==> config.mk <==
export PLATFORM = sky130hd
export DESIGN_NAME = computer_run_ctrl
export DESIGN_NICKNAME = d
export VERILOG_FILES = /design/src/rtl/computer_run_ctrl.sv
export SDC_FILE = /design/constraint.sdc
export NUM_CORES = 1
export LEC_CHECK = 0
export ABC_AREA = 1
export BUFFER_PORTS_ARGS = -buffer_cell sky130_fd_sc_hd__buf_4
export CAP_MARGIN = 15
export CORE_MARGIN = 1
export CORE_UTILIZATION = 40
export CTS_CLUSTER_SIZE = 28
export DETAILED_ROUTE_END_ITERATION = 12
export HOLD_SLACK_MARGIN = 0.1
export PLACE_DENSITY = 0.66
export SLEW_MARGIN = 10
export SYNTH_ARGS = -nofsm -noshare
export SYNTH_HDL_FRONTEND = slang
export SYNTH_SLANG_ARGS = --single-unit
export TNS_END_PERCENT = 20
==> constraint.sdc <==
create_clock -name clock -period 4.21 [get_ports clock]
set_input_delay 0.2105 -clock clock [delete_from_list [all_inputs] [get_ports clock]]
set_output_delay 0.2105 -clock clock [all_outputs]
set_load 0.02 [all_outputs]
==> src/rtl/computer_run_ctrl.sv <==
`default_nettype none
// ============================================================================
// Module   : computer_run_ctrl
// Purpose  : Hack core run control (reset sequencing, run/halt/step,
//            PC breakpoint, cycle limit) and memory-mapped LED capture.
// Revision : 1.0 - initial release
// ============================================================================
module computer_run_ctrl #(
   parameter int unsigned DATA_WIDTH    = 16,
   parameter int unsigned ADDR_WIDTH    = 15,
   parameter int unsigned PC_WIDTH      = 15,
   parameter int unsigned NUM_CHANNELS  = 1,
   parameter int unsigned OUT_BASE_ADDR = 'h6001,
   parameter int unsigned RESET_CYCLES  = 1,
   parameter int unsigned AUTO_RUN      = 1,
   parameter int unsigned CYCLE_WIDTH   = 32,
   parameter int unsigned MAX_CYCLES    = 0
) (
   input  logic                               clock,
   input  logic                               reset,
   input  logic                               run,
   input  logic                               halt,
   input  logic                               step,
   input  logic                               bp_enable,
   input  logic [PC_WIDTH-1:0]                bp_addr,
   input  logic [PC_WIDTH-1:0]                pc,
   input  logic                               mem_write,
   input  logic [ADDR_WIDTH-1:0]              mem_addr,
   input  logic [DATA_WIDTH-1:0]              mem_data,
   output logic                               cpu_reset,
   output logic                               cpu_enable,
   output logic [1:0]                         state,
   output logic [CYCLE_WIDTH-1:0]             cycle_count,
   output logic                               bp_hit,
   output logic                               limit_hit,
   output logic [NUM_CHANNELS*DATA_WIDTH-1:0] led_output
);

   localparam int                      c_RCW      = (RESET_CYCLES > 1) ? $clog2(RESET_CYCLES) : 1;
   localparam logic [c_RCW-1:0]        c_RST_LAST = c_RCW'(RESET_CYCLES - 1);
   localparam logic [ADDR_WIDTH-1:0]   c_BASE     = ADDR_WIDTH'(OUT_BASE_ADDR);
   localparam logic [ADDR_WIDTH-1:0]   c_NCH      = ADDR_WIDTH'(NUM_CHANNELS);
   localparam logic [CYCLE_WIDTH-1:0]  c_MAX      = CYCLE_WIDTH'(MAX_CYCLES);

   typedef enum logic [1:0] {
      S_RESET   = 2'd0,
      S_HALTED  = 2'd1,
      S_RUNNING = 2'd2,
      S_STEP    = 2'd3
   } state_t;

   state_t                            state_q, state_d;
   logic [c_RCW-1:0]                  rst_cnt_q, rst_cnt_d;
   logic [CYCLE_WIDTH-1:0]            cycle_q;
   logic                              bp_hit_q, bp_hit_d;
   logic                              limit_hit_q, limit_hit_d;
   logic                              bp_skip_q, bp_skip_d;
   logic [NUM_CHANNELS*DATA_WIDTH-1:0] led_q;

   logic                              w_bp_match;
   logic                              w_cpu_en;
   logic                              w_sat;
   logic [CYCLE_WIDTH-1:0]            w_cyc_inc;
   logic                              w_limit_event;
   logic [ADDR_WIDTH-1:0]             w_offset;
   logic                              w_wr_en;
   logic [NUM_CHANNELS-1:0]           w_ch_sel;

   // bp_skip lets a resumed run execute the instruction it stopped on.
   assign w_bp_match    = bp_enable && (pc == bp_addr) && !bp_skip_q;
   assign w_cpu_en      = (state_q == S_STEP) || ((state_q == S_RUNNING) && !w_bp_match);
   assign w_sat         = &cycle_q;
   assign w_cyc_inc     = cycle_q + CYCLE_WIDTH'(1);
   assign w_limit_event = (MAX_CYCLES != 0) && w_cpu_en && !w_sat && (w_cyc_inc == c_MAX);

   assign w_offset = mem_addr - c_BASE;
   assign w_wr_en  = w_cpu_en && mem_write && (mem_addr >= c_BASE) && (w_offset < c_NCH);

   for (genvar i = 0; i < NUM_CHANNELS; i++) begin : g_ch_sel
      assign w_ch_sel[i] = w_wr_en && (w_offset == ADDR_WIDTH'(i));
   end

   always_comb begin
      state_d     = state_q;
      rst_cnt_d   = rst_cnt_q;
      bp_hit_d    = bp_hit_q;
      limit_hit_d = limit_hit_q;
      bp_skip_d   = bp_skip_q;

      if (w_limit_event) begin
         limit_hit_d = 1'b1;
      end

      unique case (state_q)
         S_RESET: begin
            if (rst_cnt_q == c_RST_LAST) begin
               state_d = (AUTO_RUN != 0) ? S_RUNNING : S_HALTED;
            end else begin
               rst_cnt_d = rst_cnt_q + c_RCW'(1);
            end
         end
         S_HALTED: begin
            if (!limit_hit_q) begin
               if (run) begin
                  state_d   = S_RUNNING;
                  bp_hit_d  = 1'b0;
                  bp_skip_d = 1'b1;
               end else if (step) begin
                  state_d  = S_STEP;
                  bp_hit_d = 1'b0;
               end
            end
         end
         S_STEP: begin
            state_d = S_HALTED;
         end
         S_RUNNING: begin
            bp_skip_d = 1'b0;
            if (w_bp_match) begin
               bp_hit_d = 1'b1;
            end
            if (halt || w_bp_match || w_limit_event) begin
               state_d = S_HALTED;
            end
         end
         default: begin
            state_d = S_RESET;
         end
      endcase
   end

   always_ff @(posedge clock) begin
      if (!reset) begin
         state_q     <= S_RESET;
         rst_cnt_q   <= '0;
         cycle_q     <= '0;
         bp_hit_q    <= 1'b0;
         limit_hit_q <= 1'b0;
         bp_skip_q   <= 1'b0;
         led_q       <= '0;
      end else begin
         state_q     <= state_d;
         rst_cnt_q   <= rst_cnt_d;
         bp_hit_q    <= bp_hit_d;
         limit_hit_q <= limit_hit_d;
         bp_skip_q   <= bp_skip_d;
         if (w_cpu_en && !w_sat) begin
            cycle_q <= w_cyc_inc;
         end
         for (int i = 0; i < NUM_CHANNELS; i++) begin
            if (w_ch_sel[i]) begin
               led_q[i*DATA_WIDTH +: DATA_WIDTH] <= mem_data;
            end
         end
      end
   end

   assign cpu_reset   = (state_q == S_RESET);
   assign cpu_enable  = w_cpu_en;
   assign state       = state_q;
   assign cycle_count = cycle_q;
   assign bp_hit      = bp_hit_q;
   assign limit_hit   = limit_hit_q;
   assign led_output  = led_q;

endmodule
`default_nettype wire

==> results of run 1 <==
[registers in the layout, summed over array words and instances, names as in the netlist]
signal / flops
cycle_count: 32
led_output: 16
state: 2
bp_hit: 1
bp_skip_q: 1
[final cells by class]
class / instances / area, um2 / area share
well taps: 105 / 131 / 0.0293
clock buffers: 5 / 68.8 / 0.0154
clock inverters: 3 / 90.1 / 0.0201
multi-input cells: 443 / 2030 / 0.453
inverters: 58 / 218 / 0.0486
repair buffers: 120 / 901 / 0.201
flip-flops and latches: 52 / 1040 / 0.232
[how the worst max path moves through the flow]
stage                     cells after the start           start         endpoint
after floorplan                               9  cycle_count[0]   cycle_count[0]
after global placement                       11     mem_addr[0]    led_output[9]
after detailed placement                      9  cycle_count[1]  cycle_count[25]
after CTS                                     9  cycle_count[1]  cycle_count[25]
after global routing                          9  cycle_count[0]  cycle_count[28]
final                                         9  cycle_count[0]  cycle_count[25]
[cell families after synthesis]
logic type / count (synthesis) / share of synthesized area
simple gates: 368 / 0.446
buf+inv: 76 / 0.0975
flops: 52 / 0.306
compound gates: 41 / 0.0614
xor+xnor: 30 / 0.0773
fa+ha+maj: 3 / 0.0110
other cells: 1 / 0.00110
[critical path, stage by stage, from the launching register on]
cell,delay (ns)
dfxtp_1,0.42
ha_1,0.26
nand2_1,0.09
nor2_2,0.16
nand2_2,0.13
nor2_4,0.17
nand2_4,0.23
nand2_4,0.36
nand2_1,0.09
a21oi_1,0.15
[layout by cell type (no fill, tap or decap), drive strengths merged, types with 2 or more instances in the layout]
master,instances
inv,57
or2,2
o21ai,3
nand2,194
clkbuf,5
ha,3
a21oi,36
dfxtp,52
nor3,9
xor2,20
nor2,119
buf,120
xnor2,10
bufinv,3
nand3,38
nand4,3
nand3b,2
[metrics by stage]
stage,util,worst slack [ns]
3_3_place_gp,0.526,2.12
6_report,0.545,2.04
5_1_grt,0.545,1.76
3_5_place_dp,0.526,2.07
4_1_cts,0.545,2.04
2_1_floorplan,-,2.42
[per-layer routing]
layer  track usage  wire length (um)
met1         0.244              3950
met2         0.379              4520
met3        0.0307               489
met4        0.0551               114
met5             0                 0
[cell usage after synthesis, types with 2 or more instances]
cell	count
o21ai_0	2
ha_1	3
dfxtp_1	52
nand2_4	3
buf_2	4
xnor2_1	10
nor2_2	3
nand3b_1	2
nand4_1	3
nand2_2	2
clkbuf_1	5
nor2_1	115
or2_2	2
inv_1	57
nand2_1	189
buf_6	5
xor2_1	20
nand3_1	37
a21oi_1	36
buf_1	3
nor3_1	8
[power by group]
group	switching [mW]	leakage, nW	internal [mW]
clock	0.172	0.0784	0.297
sequential	0.00621	0.420	0.497
combinational	0.0904	1.63	0.0737
==> metrics.yaml, run 1 <==
logic_synthesis:
  ys_ff_latch: 52
  synthCells: 571
  async_reset_ff_frac: 0
  synth.net_count: 642
  synth_cell_type_count: 31
  yosysTopAreaCell: "dfxtp_1"
  synthFlopType: "dfxtp_1"
  ys_seq_area_frac: 0.306
  mappedNetlistArea_mm2: 0.00340
  netlist.area_leader.share: 0.306
  synth_edf_count: 0
  yosysWarnings: 0
  synth_area_leaders: "dfxtp_1 31%, nand2_1 21%, nor2_1 13%"
  avgSynthCellArea_um2: 5.96
floorplanning:
  die_h_um: 94.2
  core_area_mm2: 0.00822
  start_util: 0.414
  die_w_um: 94.2
  io_pins: 122
  rows: 33
  die_area_mm2: 0.00887
clock_network:
  worstSkewPairLatency_ns: 0.31
  cts-hold-fix-buffers: 0
  h-tree-depth: 2
  clk_pin_slew_ns: 0.10
  cts_buffer_depth: 2
  cts_tree: "done"
  clock-sinks: 52
  ctsResizeCount: 0
  cts_root_buffer: "clkbuf_8"
  cts_buffers: 5
  post_cts_buffers: 0
worst_setup_path:
  end_kind: "flip-flop"
  critical_path_peak_fanout: 33
  worst-r2r-setup-slack_ns: 2.04
  reg2reg_depth: 9
  r2r-start: "cycle_count[0]"
  crit_arrival_ns: 2.38
  worstSetupPathType: "reg -> reg"
  crit_path_start_kind: "flip-flop"
  r2r_end: "cycle_count[25]"
  worstPathRequired_ns: 4.42
power:
  p_per_area_mw_per_mm2: 254
  p_leak_nw: 2.13
  finalPower_mw: 1.14
  ir_drop_uv: 117
routing:
  vias: 3731
  wl_per_cell_um: 11.5
  drt_pre_antenna_iters: 4
  drc: 0
  ant_nets: 0
  wl_mm: 9.07
  avgViaCountPerCell: 4.75
  first_iter_violations: 147
final_layout:
  nFillCells: 849
  diodes: 0
  finalInstanceArea_mm2: 0.00448
  drive_above_1_share: 0.207
  stdcell_count: 786
  nNetsFinal: 751
  syn_to_final_growth_pct: 31.7
global_route:
  grtUsageTotal: 0.206
  grt_pass1_vias: 3365
  grt_max_degree: 36
  grt_pass1_wl_mm: 14.8
  grt_antenna_before_repair: 0
  grt-ovfl-total: 0
placement:
  hpwl_mm: 6.94
  dp.cells: 778
  io_buffers: 120
  placed_cell_area_mm2: 0.00432
  gp_congestion: 0.974
timing:
  slew_violations: 0
  slew_headroom: 0.374
  finalCritPeriodShare: 0.514
  rsz0062_at_grt: "false"
  holdWs_ns: 0.115
  setup_viol: 0
  period_minus_slack_ns: 2.17
  timing.fmax_ghz: 0.462
  hold_violations: 0
  finClkSkew_ns: 0.00822
  tns_ns: 0
  worst_pin_slew_ns: 0.933
run_status:
  outcome: "finished, final reports clean"
min_path:
  worstHoldStart: "mem_data[4]"
  hold_depth: 3
  hp-class: "in -> reg"
  min_to: "led_output[4]"
job:
  cap_viol_max_count: 0
(Power assumes the default switching activity.)
==> run 2: changes to the inputs <==
--- a/config.mk
+++ b/config.mk
@@ -5,7 +5,7 @@
 export SDC_FILE = /design/constraint.sdc
 export NUM_CORES = 1
 export LEC_CHECK = 0
-export ABC_AREA = 1
+export ABC_AREA = 0
 export BUFFER_PORTS_ARGS = -buffer_cell sky130_fd_sc_hd__buf_4
 export CAP_MARGIN = 15
 export CORE_MARGIN = 1
@@ -13,7 +13,7 @@
 export CTS_CLUSTER_SIZE = 28
 export DETAILED_ROUTE_END_ITERATION = 12
 export HOLD_SLACK_MARGIN = 0.1
-export PLACE_DENSITY = 0.66
+export PLACE_DENSITY = 0.68
 export SLEW_MARGIN = 10
 export SYNTH_ARGS = -nofsm -noshare
 export SYNTH_HDL_FRONTEND = slang
==> constraint.sdc (replaced) <==
create_clock -name clock -period 2 [get_ports clock]
set_input_delay 0.1 -clock clock [delete_from_list [all_inputs] [get_ports clock]]
set_output_delay 0.1 -clock clock [all_outputs]
set_load 0.02 [all_outputs]
==> metrics.yaml, run 2 <==
global_route:
  grt_pass1_vias: 2963  # -12%
  grt-ovfl-total: 0  # unchanged
  grt_antenna_before_repair: 0  # unchanged
  grt_pass1_wl_mm: 13.4  # -9.8%
  grtUsageTotal: 0.222  # +0.0161
  grt_max_degree: 34  # -5.6%
min_path:
  hp-class: "in -> reg"
power:
  comb_power_share: 0.154  # +0.010
  finalPower_mw: 2.10  # +85%
  p_per_area_mw_per_mm2: 467  # +84%
  p_leak_nw: 1.85  # -13%
  seqPwrFrac: 0.503  # +0.060
  ir_drop_uv: 516  # +340%
  intPower_mw: 1.60  # +84%
  sw_frac_of_total: 0.240  # +0.00353
  power.switching_mw: 0.504  # +88%
  clkPwrFrac: 0.344  # -0.069
final_layout:
  nNetsFinal: 575  # -23%
  finalInstanceArea_mm2: 0.00451  # +0.67%
  utilization: 0.664  # +0.119
  largest_reg_flops: 32  # unchanged
  diodes: 0  # unchanged
  drive_above_1_share: 0.392  # +0.185
  syn_to_final_growth_pct: 60.7
  final_common_cell: "buf_4"
  final_cell_mix: "161 x buf_4, 50 x dfxtp_1, 26 x mux2i_1"
timing:
  rsz0062_at_grt: "true"
  finClkSkew_ns: 0.00460  # -0.00362 ns
  timing.fmax_ghz: 0.506  # +9.5%
  hold_violations: 0  # unchanged
  tns_ns: 0  # unchanged
  worst_pin_slew_ns: 0.529  # -0.405 ns
  slew_headroom: 0.647  # +0.273
  setup_viol: 0  # unchanged
  period_minus_slack_ns: 1.98  # -0.188 ns
  slew_violations: 0  # unchanged
  finalCritPeriodShare: 0.989  # +0.474
routing:
  wl_per_cell_um: 13.7  # +19%
  drc: 0  # unchanged
  wl_mm: 8.24  # -9.2%
  ant_nets: 0  # unchanged
  drt_pre_antenna_iters: 4  # unchanged
  first_iter_violations: 107  # -27%
  vias: 3088  # -17%
  avgViaCountPerCell: 5.14  # +8.2%
placement:
  hpwl_mm: 5.89  # -15%
  placed_cell_area_mm2: 0.00409  # -5.3%
  gp_congestion: 0.790  # -19%
  io_buffers: 120  # unchanged
worst_setup_path:
  crit_arrival_ns: 2.22  # -0.16 ns
  cpPeakStageDelay_ns: 0.53  # +0.11 ns
  critical_path_peak_fanout: 7  # -79%
  worstSetupPathType: "reg -> reg"
  end_kind: "flip-flop"
  cpLargestDelayFamily: "simple AND/OR/NAND/NOR gates"
  worstPathRequired_ns: 2.24  # -2.18 ns
  cp_cell_sequence: "ha_4, and2_4, and4_4, a21oi_4, o2111ai_4, or4_1, a21oi_1"
  crit_path_start_kind: "flip-flop"
  cp_num_buf_inv: 0  # unchanged
  slowest_stage: "or4_1"
logic_synthesis:
  yosysTopAreaCell: "dfxtp_1"
  mappedNetlistArea_mm2: 0.00281  # -18%
  synth_fa_ha_area_frac: 0.0134  # +0.00234
  muxShareOfSynthArea: 0.0928  # +0.0928
  async_reset_ff_frac: 0  # unchanged
  avgSynthCellArea_um2: 8.47  # +42%
  yosysMostFrequentCell: "dfxtp_1"
  ys_ff_latch: 52  # unchanged
  synthFlopType: "dfxtp_1"
  synth_compound_area_frac: 0.138  # +0.0768
  synth_cell_type_count: 45  # +45%
  synth_area_leaders: "dfxtp_1 37%, mux2i_1 9.3%, xor2_1 4.7%"
  synth_xor_area_frac: 0.0531  # -0.0242
  netlist.area_leader.share: 0.371  # +0.0650
  synth_edf_count: 0  # unchanged
  yosysWarnings: 0  # unchanged
  synth_top_family_by_area: "simple AND/OR/NAND/NOR gates"
  synth_simple_gate_area_frac: 0.285  # -0.161
  synth.net_count: 402  # -37%
  yosys-top-cells-count: "52 x dfxtp_1, 26 x mux2i_1, 25 x a21oi_1, 25 x nand2_1, 25 x nor2_1"
  synthCells: 331  # -42%
  ys_seq_area_frac: 0.371  # +0.0650
clock_network:
  cts_buffers: 5  # unchanged
  h-tree-depth: 2  # unchanged
  cts_tree: "done"
  cts_buffer_depth: 2  # unchanged
  cts_root_buffer: "clkbuf_8"
  clk_pin_slew_ns: 0.10  # about the same
  clock-sinks: 52  # unchanged
  worstSkewPairLatency_ns: 0.30  # about the same
floorplanning:
  start_util: 0.413  # -0.000996
  die_area_mm2: 0.00735  # -17%
  die_w_um: 85.7  # -9.0%
  die_h_um: 85.7  # -9.0%
  io_pins: 122  # unchanged
  rows: 30  # -9.1%
  core_area_mm2: 0.00679  # -17%
job:
  cap_viol_max_count: 0  # unchanged
run_status:
  outcome: "finished, final reports clean"
-- run 2: stage by stage --
stage          instances  setup slack (ns)  hold slack, ns
4_1_cts              600            0.0138           0.121
3_3_place_gp         574           -0.0376           0.336
5_1_grt              601           -0.0722           0.144
6_report             601            0.0224           0.124
3_5_place_dp         574           -0.0727           0.345
2_1_floorplan        331           -0.0138           0.247
-- run 2: power groups by stage --
stage / clock (mW) / sequential, mW / combinational, mW
6_report: 0.723 / 1.06 / 0.323
2_1_floorplan: 0 / 1.08 / 0.107
4_1_cts: 0.738 / 1.05 / 0.317
5_1_grt: 0.781 / 1.06 / 0.351
3_5_place_dp: 0 / 1.08 / 0.290
3_3_place_gp: 0 / 1.08 / 0.285
-- run 2: routing by layer --
metal  vias to the layer above  part of all wire  global-route usage
met1                      1450              0.44               0.281
met5                         -                 0                   0
met4                         0             0.010              0.0455
met2                        72              0.52               0.393
met3                        10             0.038              0.0423
li1                       1556                 -                   -
-- run 2: kinds of logic (layout without fill, tap and decap cells) --
logic type | count (synthesis) | after routing
buffers and inverters | 25 | 199
AO/OA/AOI/OAI | 63 | 63
XOR/XNOR | 17 | 17
other | 1 | 1
flip-flops | 52 | 52
AND/OR/NAND/NOR | 144 | 144
adder cells (fa/ha/maj) | 3 | 3
multiplexers | 26 | 26
-- run 2: cell type report --
type / instances / area [um2]
Clock buffer: 5 / 68.8
Clock inverter: 3 / 42.5
Fill cell: 564 / 2290
Inverter: 8 / 30.0
Multi-Input combinational cell: 254 / 1760
Sequential cell: 52 / 1040
Tap cell: 96 / 120
Timing Repair Buffer: 183 / 1450
-- run 2: path summary, 6_finish.rpt --
check                  from              end  slack [ns]  depth (start not counted)
min reg2reg          bp_hit           bp_hit        0.50                          2
max reg2reg  cycle_count[0]  cycle_count[31]        0.02                          7
max          cycle_count[0]  cycle_count[31]        0.02                          7
min                    halt         state[0]        0.12                          3
-- run 2: worst min-delay path: stages --
cell and delay, ns:
buf_4 0.07, o21ai_0 0.10, a21oi_1 0.12
-- run 2: repair_timing --
action                                  in CTS  in global routing
pin swaps                                    3                  8
resized for setup                            4                 23
hold buffers                                16                  0
gates cloned                                 0                  1
endpoints found under the setup margin      16                 30
buffers inserted                             2                  0
hold endpoints to repair                    16                  0
==> run 3: changes to the inputs <==
--- a/config.mk
+++ b/config.mk
@@ -5,7 +5,7 @@
 export SDC_FILE = /design/constraint.sdc
 export NUM_CORES = 1
 export LEC_CHECK = 0
-export ABC_AREA = 0
+export ABC_AREA = 1
 export BUFFER_PORTS_ARGS = -buffer_cell sky130_fd_sc_hd__buf_4
 export CAP_MARGIN = 15
 export CORE_MARGIN = 1
@@ -13,7 +13,7 @@
 export CTS_CLUSTER_SIZE = 28
 export DETAILED_ROUTE_END_ITERATION = 12
 export HOLD_SLACK_MARGIN = 0.1
-export PLACE_DENSITY = 0.68
+export PLACE_DENSITY = 0.66
 export SLEW_MARGIN = 10
 export SYNTH_ARGS = -nofsm -noshare
 export SYNTH_HDL_FRONTEND = slang
==> metrics.yaml, run 3 (synthesis results as in run 1) <==
clock_network:
  clk_pin_slew_ns: 0.10  # about the same
  h-tree-depth: 2  # unchanged
  cts_tree: "done"
  cts_root_buffer: "clkbuf_8"
  cts_buffers: 5  # unchanged
  clock-sinks: 52  # unchanged
  post_cts_buffers: 0  # -2
  worstSkewPairLatency_ns: 0.31  # about the same
  cts_buffer_depth: 2  # unchanged
floorplanning:
  io_pins: 122  # unchanged
  die_area_mm2: 0.00887  # +21%
  core_area_mm2: 0.00822  # +21%
  die_h_um: 94.2  # +9.9%
  rows: 33  # +10%
  die_w_um: 94.2  # +9.9%
  start_util: 0.414  # +0.000996
timing:
  rsz0062_at_grt: "true"
  worst_pin_slew_ns: 0.957  # +0.429 ns
  period_minus_slack_ns: 1.82  # -0.157 ns
  slew_violations: 0  # unchanged
  holdWs_ns: 0.121  # -0.00349 ns
  setup_viol: 0  # unchanged
  timing.fmax_ghz: 0.549  # +8.6%
  finalCritPeriodShare: 0.910  # -0.0784
  slew_headroom: 0.358  # -0.289
  hold_violations: 0  # unchanged
  finClkSkew_ns: 0.0101  # +0.00555 ns
worst_setup_path:
  end_kind: "flip-flop"
  cpPeakStageDelay_ns: 0.41  # -0.12 ns
  cp_cell_sequence: "ha_1, nand2_1, nor2_2, nand2_2, nor2_4, nand2_4, buf_6, nand3_1, a21oi_1"
  worstSetupPathType: "reg -> reg"
  slowest_stage: "dfxtp_1"
  crit_arrival_ns: 1.98  # -0.24 ns
  critical_path_peak_fanout: 24  # +17
  crit_path_start_kind: "flip-flop"
  worstPathRequired_ns: 2.16  # -0.08 ns
final_layout:
  nNetsFinal: 776  # +35%
  syn_to_final_growth_pct: 37.7
  drive_above_1_share: 0.208  # -0.184
  stdcell_count: 811  # +35%
  diodes: 0  # unchanged
  nFillCells: 830  # +47%
  largest_reg_flops: 32  # unchanged
  multi_input_area_mm2: 0.00205  # +17%
  final_cell_mix: "189 x nand2_1, 123 x buf_4, 115 x nor2_1"
  final_common_cell: "nand2_1"
  regArea_mm2: 0.00104  # -0.24%
  utilization: 0.570  # -0.0936
placement:
  io_buffers: 120  # unchanged
  gp_congestion: 0.947  # +20%
  dp.cells: 784  # +37%
  hpwl_mm: 7.05  # +20%
power:
  p_per_area_mw_per_mm2: 443  # -5.2%
  sw_frac_of_total: 0.282  # +0.0427
  power.switching_mw: 0.585  # +16%
  clkPwrFrac: 0.298  # -0.046
  p_leak_nw: 2.22  # +20%
  comb_power_share: 0.191  # +0.037
  ir_drop_uv: 288  # -44%
  intPower_mw: 1.49  # -7.0%
  seqPwrFrac: 0.511  # +0.008
routing:
  avgViaCountPerCell: 4.76  # -7.4%
  ant_nets: 0  # unchanged
  first_iter_violations: 127  # +19%
  drc: 0  # unchanged
  vias: 3857  # +25%
  wl_per_cell_um: 11.6  # -15%
  drt_pre_antenna_iters: 4  # unchanged
  wl_mm: 9.41  # +14%
job:
  cap_viol_max_count: 0  # unchanged
run_status:
  outcome: "finished, final reports clean"
global_route:
  grt_max_degree: 36  # +5.9%
  grt_pass1_wl_mm: 15.1  # +13%
  grt-ovfl-total: 0  # unchanged
  grt_pass1_vias: 3542  # +20%
  grt_antenna_before_repair: 0  # unchanged
  grtUsageTotal: 0.210  # -0.0112
min_path:
  hp-class: "in -> reg"
-- run 3: final cells by class --
| cell class | count | share of cell area |
|---|---|---|
| Clock buffer | 5 | 0.0147 |
| Clock inverter | 3 | 0.00481 |
| Inverter | 58 | 0.0465 |
| Multi-Input combinational cell | 443 | 0.437 |
| Sequential cell | 52 | 0.222 |
| Tap cell | 105 | 0.0281 |
| Timing Repair Buffer | 145 | 0.247 |
-- run 3: path summary, 6_finish.rpt --
| check | slack, ns | depth (start not counted) | end | from |
|---|---|---|---|---|
| setup reg to reg | 0.18 | 9 | cycle_count[24] | cycle_count[0] |
| hold reg to reg | 0.48 | 2 | bp_skip_q | bp_skip_q |
| hold / removal | 0.12 | 3 | led_output[4] | reset |
| setup / recovery | 0.18 | 9 | cycle_count[24] | cycle_count[0] |
-- run 3: stage by stage --
stage | instance area, um2 | worst slack [ns] | setup TNS, ns | power [mW]
after floorplan | 3400 | 0.213 | 0 | 1.28
after global placement | 4380 | 0.195 | 0 | 1.43
after detailed placement | 4380 | 0.101 | 0 | 1.44
after CTS | 4660 | 0.0701 | 0 | 2.10
after global routing | 4680 | -0.0255 | -0.0398 | 2.18
final | 4680 | 0.179 | 0 | 2.07
-- run 3: layer usage --
layer | track usage | routed length, um
met1 | 0.247 | 3970
met3 | 0.0283 | 477
met5 | 0 | 0
met2 | 0.385 | 4750
met4 | 0.0756 | 208
-- run 3: timing repair --
action | CTS | global route
resized for setup | 0 | 4
endpoints found under the hold margin | 19 | 0
hold buffers | 19 | 0
endpoints found under the setup margin | 0 | 33
-- run 3: power groups by stage --
stage | Sequential, mW | Combinational (mW) | Clock, mW
after floorplan | 1.09 | 0.184 | 0
after global placement | 1.08 | 0.351 | 0
after detailed placement | 1.08 | 0.355 | 0
after CTS | 1.06 | 0.387 | 0.655
after global routing | 1.06 | 0.438 | 0.679
final | 1.06 | 0.396 | 0.617
-- run 3: worst max-delay path: cells and delay by family (launching register included) --
kind            cells  cell delay, ns
simple gates        6            0.78
flops               1            0.41
buf+inv             1            0.21
fa+ha+maj           1            0.20
compound gates      1            0.07
